==> config.mk <==
export PLATFORM = sky130hd
export DESIGN_NAME = fetch_ctrl
export DESIGN_NICKNAME = d
export VERILOG_FILES = /design/src/rtl/fetch_ctrl_pkg.sv /design/src/rtl/fetch_ctrl_pc_reg.sv /design/src/rtl/fetch_ctrl.sv
export SDC_FILE = /design/constraint.sdc
export NUM_CORES = 1
export LEC_CHECK = 0
export ABC_AREA = 1
export CORE_MARGIN = 8
export CORE_UTILIZATION = 44
export DETAILED_ROUTE_END_ITERATION = 16
export PLACE_DENSITY = 0.86
export SKIP_LAST_GASP = 1
export SYNTH_ARGS = -nofsm -noshare
export SYNTH_HDL_FRONTEND = slang
export SYNTH_SLANG_ARGS = --single-unit
export TNS_END_PERCENT = 1
==> constraint.sdc <==
create_clock -name clk -period 6.4 [get_ports clk]
set_input_delay 1.28 -clock clk [delete_from_list [all_inputs] [get_ports clk]]
set_output_delay 1.28 -clock clk [all_outputs]
set_load 0.02 [all_outputs]
==> src/rtl/fetch_ctrl_pkg.sv <==
// Shared widths, reset PC and FSM encoding for the fetch unit.
// Imported by fetch_ctrl and fetch_pc_reg.
package fetch_ctrl_pkg;

  localparam int XLEN = 64;
  localparam int ILEN = 32;

  localparam logic [XLEN-1:0] RESET_PC_DEF =
    64'h0000_0000_8000_0000;

  typedef enum logic [1:0] {
    IDLE = 2'd0,
    REQ  = 2'd1,
    WAIT = 2'd2,
    HOLD = 2'd3
  } fetch_state_e;

  function automatic logic [XLEN-1:0] align4(
    input logic [XLEN-1:0] a
  );
    return {a[XLEN-1:2], 2'b00};
  endfunction

endpackage

==> src/rtl/fetch_ctrl_pc_reg.sv <==
// Fetch PC register: redirect (word aligned) beats +4, reset to RESET_PC.
// Ports: clk, rst, redirect_i, dnpc_i, adv_i (step +4), pc_o (pc_q).
module fetch_pc_reg
  import fetch_ctrl_pkg::*;
#(
  parameter logic [XLEN-1:0] RESET_PC = RESET_PC_DEF
) (
  input  logic            clk,
  input  logic            rst,
  input  logic            redirect_i,
  input  logic [XLEN-1:0] dnpc_i,
  input  logic            adv_i,
  output logic [XLEN-1:0] pc_o
);

  always_ff @(posedge clk or posedge rst) begin
    if (rst) begin
      pc_o <= RESET_PC;
    end else if (redirect_i) begin
      pc_o <= align4(dnpc_i);
    end else if (adv_i) begin
      pc_o <= pc_o + XLEN'(4);
    end
  end

endmodule

==> src/rtl/fetch_ctrl.sv <==
// Instruction fetch controller: one outstanding imem request, holds the
// word for decode. Ports: clk/rst, redirect_i/dnpc_i, imem_* bus,
// inst_valid_o/inst_o/pc_o/inst_ready_i to decode, fetch_cnt_o.
module fetch_ctrl
  import fetch_ctrl_pkg::*;
#(
  parameter logic [XLEN-1:0] RESET_PC = RESET_PC_DEF
) (
  input  logic            clk,
  input  logic            rst,
  input  logic            redirect_i,
  input  logic [XLEN-1:0] dnpc_i,
  output logic            imem_req_o,
  output logic [XLEN-1:0] imem_addr_o,
  input  logic            imem_gnt_i,
  input  logic            imem_rvalid_i,
  input  logic [ILEN-1:0] imem_rdata_i,
  output logic            inst_valid_o,
  output logic [ILEN-1:0] inst_o,
  output logic [XLEN-1:0] pc_o,
  input  logic            inst_ready_i,
  output logic [31:0]     fetch_cnt_o
);

  fetch_state_e    state_q, state_d;
  logic            drop_q, drop_d;
  logic            adv, cap, cnt_inc;
  logic [XLEN-1:0] pc_q;
  logic [ILEN-1:0] inst_q;
  logic [XLEN-1:0] pc_out_q;
  logic [31:0]     cnt_q;

  fetch_pc_reg #(
    .RESET_PC (RESET_PC)
  ) u_pc (
    .clk        (clk),
    .rst        (rst),
    .redirect_i (redirect_i),
    .dnpc_i     (dnpc_i),
    .adv_i      (adv),
    .pc_o       (pc_q)
  );

  always_ff @(posedge clk or posedge rst) begin
    if (rst) begin
      state_q  <= IDLE;
      drop_q   <= 1'b0;
      inst_q   <= '0;
      pc_out_q <= '0;
      cnt_q    <= '0;
    end else begin
      state_q <= state_d;
      drop_q  <= drop_d;
      if (cap) begin
        inst_q   <= imem_rdata_i;
        pc_out_q <= pc_q;
      end
      if (cnt_inc) begin
        cnt_q <= cnt_q + 32'd1;
      end
    end
  end

  always_comb begin
    state_d      = state_q;
    drop_d       = drop_q;
    adv          = 1'b0;
    cap          = 1'b0;
    cnt_inc      = 1'b0;
    imem_req_o   = 1'b0;
    inst_valid_o = 1'b0;
    unique case (state_q)
      IDLE: state_d = REQ;
      REQ: begin
        imem_req_o = 1'b1;
        if (imem_gnt_i) begin
          state_d = WAIT;
          // in-flight word now belongs to the old path
          if (redirect_i) drop_d = 1'b1;
        end
      end
      WAIT: begin
        if (imem_rvalid_i) begin
          if (drop_q || redirect_i) begin
            state_d = REQ;
            drop_d  = 1'b0;
          end else begin
            state_d = HOLD;
            cap     = 1'b1;
          end
        end else if (redirect_i) begin
          drop_d = 1'b1;
        end
      end
      HOLD: begin
        inst_valid_o = 1'b1;
        if (inst_ready_i) begin
          adv     = 1'b1;
          cnt_inc = 1'b1;
          state_d = REQ;
        end else if (redirect_i) begin
          state_d = REQ;
        end
      end
      default: state_d = IDLE;
    endcase
  end

  assign imem_addr_o = pc_q;
  assign inst_o      = inst_q;
  assign pc_o        = pc_out_q;
  assign fetch_cnt_o = cnt_q;

endmodule

Yosys cells after proc, flatten, opt, wreduce, memory -nomap -nowiden
Index checks and enable logic that the tools add are counted.
W data, S select, Z words.

word-level totals
  bits in registers = 195
  latch bits = 0
  memory bits (writable) = 0
  memory bits (read-only) = 0
  input bits = 102
  logic and storage cells = 41
  memories kept = 0

cells by class
  $add $sub $neg = 2
  multipliers = 0
  divide/modulo/power cells = 0
  $lt $le $gt $ge = 0
  equal/unequal tests = 7
  shift-type cells = 0
  mux-type cells = 20
  bitwise logic cells = 0
  reduce and logical (&&, ||, !) cells = 6

operators with widths
  cell                     count
  $mux W64                 2
  $add A64 B3 Y64 const B  1
  $add A32 B1 Y32 const B  1
  $mux W1                  11
  $mux W2                  5
  $pmux W2 S4              1
  $ne A3 B3 Y1 const B     2
  $reduce_and A3 Y1        2
  $eq A2 B2 Y1 const B     2
  $ne A2 B2 Y1 const B     2
  $reduce_bool A2 Y1       2
  $eq A2 B1 Y1 const B     1
  $logic_not A2 Y1         1
  $pmux W1 S2              1
  $logic_or A1 B1 Y1       1

Logic depth before layout (Yosys ltp)
  depth in word-level cells = 4
  gate-level depth with buffers = 11
  depth with buffers taken out = 11

Cells and area by module
From an unflattened synthesis, not the netlist that was laid out.

unflattened totals
  cell total of the unflattened synthesis = 1156
  area, all modules = 10266.1 sq um

by module, submodules not included
  module        instances  cells an instance  area each (sq um)  sequential area each (sq um)
  fetch_ctrl    1          461                5677.9             3278.1
  fetch_pc_reg  1          695                4588.2             1552.7

Least setup slack after synthesis
No wires, ideal clock.

  path kind = input-to-reg
  start point = input inst_ready_i
  end point = register u_pc.pc_o[6]
  setup time = 87 ps
  arrival = 2158 ps
  path slack = 4155 ps
  cell stages on the path = 7
  buffers on the path = 3
  path through = nand2_2 -> buf_2 -> nor2_1 -> buf_2 -> buf_2 -> nand3_1 -> o211ai_1

on the way
  word-level cells in the longest chain between the ends = 3

ends and longest elaborated chain
  what                          line                     RTL
  start, declared               fetch_ctrl.sv:21         input logic inst_ready_i,
  $mux W1                       fetch_ctrl.sv:97         if (inst_ready_i) begin
  $mux W1                       fetch_ctrl.sv:72         unique case (state_q)
  $reduce_bool A2 Y1 (no line)  --
  end signal, assigned          fetch_ctrl_pc_reg.sv:20  pc_o <= align4(dnpc_i);
  end signal, assigned          fetch_ctrl_pc_reg.sv:22  pc_o <= pc_o + XLEN'(4);
  end, declared                 fetch_ctrl_pc_reg.sv:13  output logic [XLEN-1:0] pc_o

Every way passes these cells.
A chain may end at the register's enable or synchronous reset.

Worst setup path after layout
  start point = input inst_ready_i
  end point = register u_pc.pc_o[4]

The elaborated chain is that of the path after synthesis.

==> results.cfg <==
[detailed_routing]
drc = 0
drtAntennaViolNets = 0
vias = 10031
avgViaCountPerCell = 5.24
drt_iter0_markers = 954
wl_um = 36000
wl_per_cell_um = 18.8
dr.pass1.iters = 5

[critical_path]
crit_arrival_ns = 3.82
worst-r2r-setup-slack_ns = 3.62
crit_type = in -> reg
rr_startpoint = state_q[1]$_DFFE_PP0P_
cp-startpoint = inst_ready_i
endpoint = u_pc.pc_o[4]$_DFFE_PP0N_
r2r_cells = 5
required_ns = 6.71
crit_path_end_kind = flop
timing.rr.end = u_pc.pc_o[4]$_DFFE_PP0N_
path_max_fanout = 20
startpoint_type = input pin

[logic_synthesis]
synthCells = 1342
syn-mean-instance-area_sq_um = 7.57
synth_seq_cells = 191
yosys.area_share.simple_pct = 29.5
synthXorXnorAreaFrac_pct = 3.02
syn_area_sq_um = 10200
yosysTopAreaCell = dfrtp_1
synthMuxAreaShare_pct = 3.99
ys_seq_area_share_pct = 47.0
synth_area_leaders = dfrtp_1 (47%), nand2_1 (17%), inv_1 (5.7%), o21ai_0 (5.7%), nor2_1 (5.2%)
synth_top_family_by_area = simple AND/OR/NAND/NOR gates
synth_compound_area_share_pct = 8.16
synth_top_area_share_pct = 46.8
synth_fa_ha_area_share_pct = 0.616
yosysWarnings = 0
ys_types = 33

[clocking]
numCtsBuffers = 17
clk_path_buf_depth = 2
hold_buffers = 0
ctsRootBufferMaster = clkbuf_16
insertion_delay_ns = 0.44
path_clk_slew_ns = 0.07
post-cts-setup-buffer-count = 0
ctsResizeCount = 0
cts_sinks = 191
cts_tree = yes
cts.htree.levels = 4

[layout]
final_nets = 1725
post-route-cell-area_sq_um = 13900
antenna_cells = 0
fillers = 1941
area_delta_synth_final_pct = 36.5
drive_above_1_share_pct = 5.95

[die]
io_pins = 296
dieWidth_um = 168
dieArea_sq_um = 28200
die_h_um = 168
core_area_sq_um = 22600
fp-row-count = 55
start_util_pct = 44.9

[grt]
grt_start_max_net_pins = 192
grt_util_all_layers_pct = 25.2
overflow = 0
grt_pass1_vias = 9872
antenna_found_initial = 0
grt_first_pass_wirelength_um = 56300

[timing]
rsz0062_at_grt = no
setup_viol = 0
slew_violations = 0
final.min_clock_period_ns = 3.51
fin_crit_sh_pct = 54.8
fmax_mhz = 285
fin_setup_tns_ns = 0
hold_viol_final = 0
slew_headroom_pct = 30.3
clock_skew_ns = 0.0141
worst_slew_pin_slew_ns = 1.04

[placement]
io_buffers = 289
placed_area_sq_um = 13300
gp_congestion = 0.939
dp_hpwl_um = 27600

[power_and_ir_drop]
p_leak_nw = 6.31
peakVddDrop_v = 0.000167
p_per_area_nw_per_um2 = 334

[job]
cap_violations = 0

[run_status]
status = completed

[worst_hold_path]
hold_path.class = reg -> reg
synthesized netlist by cell type (all sizes together):
master	instances
inv	156
conb	1
dfstp	1
buf	28
o311ai	1
a31oi	1
xor2	28
a211oi	1
nor2	153
nand4	10
nand2	453
ha	5
o21bai	9
nand3b	3
o21ai	121
xnor2	7
a21oi	3
nand3	95
o211ai	10
or2	1
nor3	12
dfrtp	190
o221ai	5
clkbuf	12
mux2	36
flip-flops by register name, summed over array words and instances, names as in the netlist:
register     flops
drop_q           1
fetch_cnt_o     32
inst_o          32
pc_o            62
state_q          2
u_pc.pc_o       62
layout make-up:
type / instances / area [sq um] / share of cell area (%)
sequential: 191 / 4780 / 34.5
multi-input combinational: 958 / 4630 / 33.3
timing repair buffer: 294 / 2940 / 21.2
inverter: 156 / 589 / 4.25
clock buffer: 18 / 429 / 3.09
tap: 285 / 357 / 2.57
clock inverter: 14 / 151 / 1.09
stage by stage:
step	total power [mW]	std cells	worst slack, ns	util (%)	hold slack (ns)
finish	4.63	1916	2.89	61.3	0.485
floorplan	2.63	1345	2.66	-	0.550
detailed placement	3.58	1884	2.49	58.7	0.472
global placement	3.53	1884	2.56	58.7	0.465
global route	4.85	1916	2.77	61.3	0.502
CTS	4.66	1916	2.94	61.3	0.490
layout by cell type, fill, tap and decap left out, drive strengths merged:
cell and instances:
nand2 453, clkdlybuf4s50 288, dfrtp 190, inv 161, nor2 153, o21ai 121
nand3 95, mux2 36, xor2 28, clkbuf 18, nor3 12, nand4 10
o211ai 10, o21bai 9, xnor2 7, buf 6, clkinvlp 5, o221ai 5
ha 5, conb 4, nand3b 3, a21oi 3, clkinv 3, or2 1
a211oi 1, a31oi 1, o311ai 1, bufinv 1, dfstp 1
cell families after synthesis:
kind of cell             Yosys count
AO/OA/AOI/OAI                    151
adder cells (fa/ha/maj)            5
AND/OR/NAND/NOR                  727
flip-flops                       191
buffers and inverters            196
multiplexers                      36
other                              1
XOR/XNOR                          35
critical path, cell delays in order:
cell and delay (ns):
clkdlybuf4s50_1 0.50, nand2_2 0.20, nor2_2 0.81, inv_1 0.55, o311ai_0 0.46
where the power goes:
| part | switching (mW) | internal, mW |
|---|---|---|
| clock network | 0.525 | 0.552 |
| logic | 0.939 | 0.829 |
| registers | 0.246 | 1.54 |
routing by layer:
metal	GRT usage, %	up-vias	part of all wire, %
li1	-	4774	-
met3	5.80	71	8.1
met4	10.4	0	3.4
met1	32.7	4744	43
met2	39.9	442	46
met5	0	-	0
how the worst min path moves through the flow:
stage / from / endpoint / slack (ns) / depth (start not counted)
4_1_cts: pc_o[23]$_DFFE_PP0P_ / pc_o[23]$_DFFE_PP0P_ / 0.49 / 2
3_5_place_dp: pc_o[23]$_DFFE_PP0P_ / pc_o[23]$_DFFE_PP0P_ / 0.47 / 2
6_report: pc_o[58]$_DFFE_PP0P_ / pc_o[58]$_DFFE_PP0P_ / 0.48 / 2
5_1_grt: pc_o[61]$_DFFE_PP0P_ / pc_o[61]$_DFFE_PP0P_ / 0.50 / 2
2_1_floorplan: u_pc.pc_o[31]$_DFFE_PP1N_ / u_pc.pc_o[31]$_DFFE_PP1N_ / 0.55 / 2
3_3_place_gp: pc_o[25]$_DFFE_PP0P_ / pc_o[25]$_DFFE_PP0P_ / 0.47 / 2
Power figures use the tool's default switching activity.
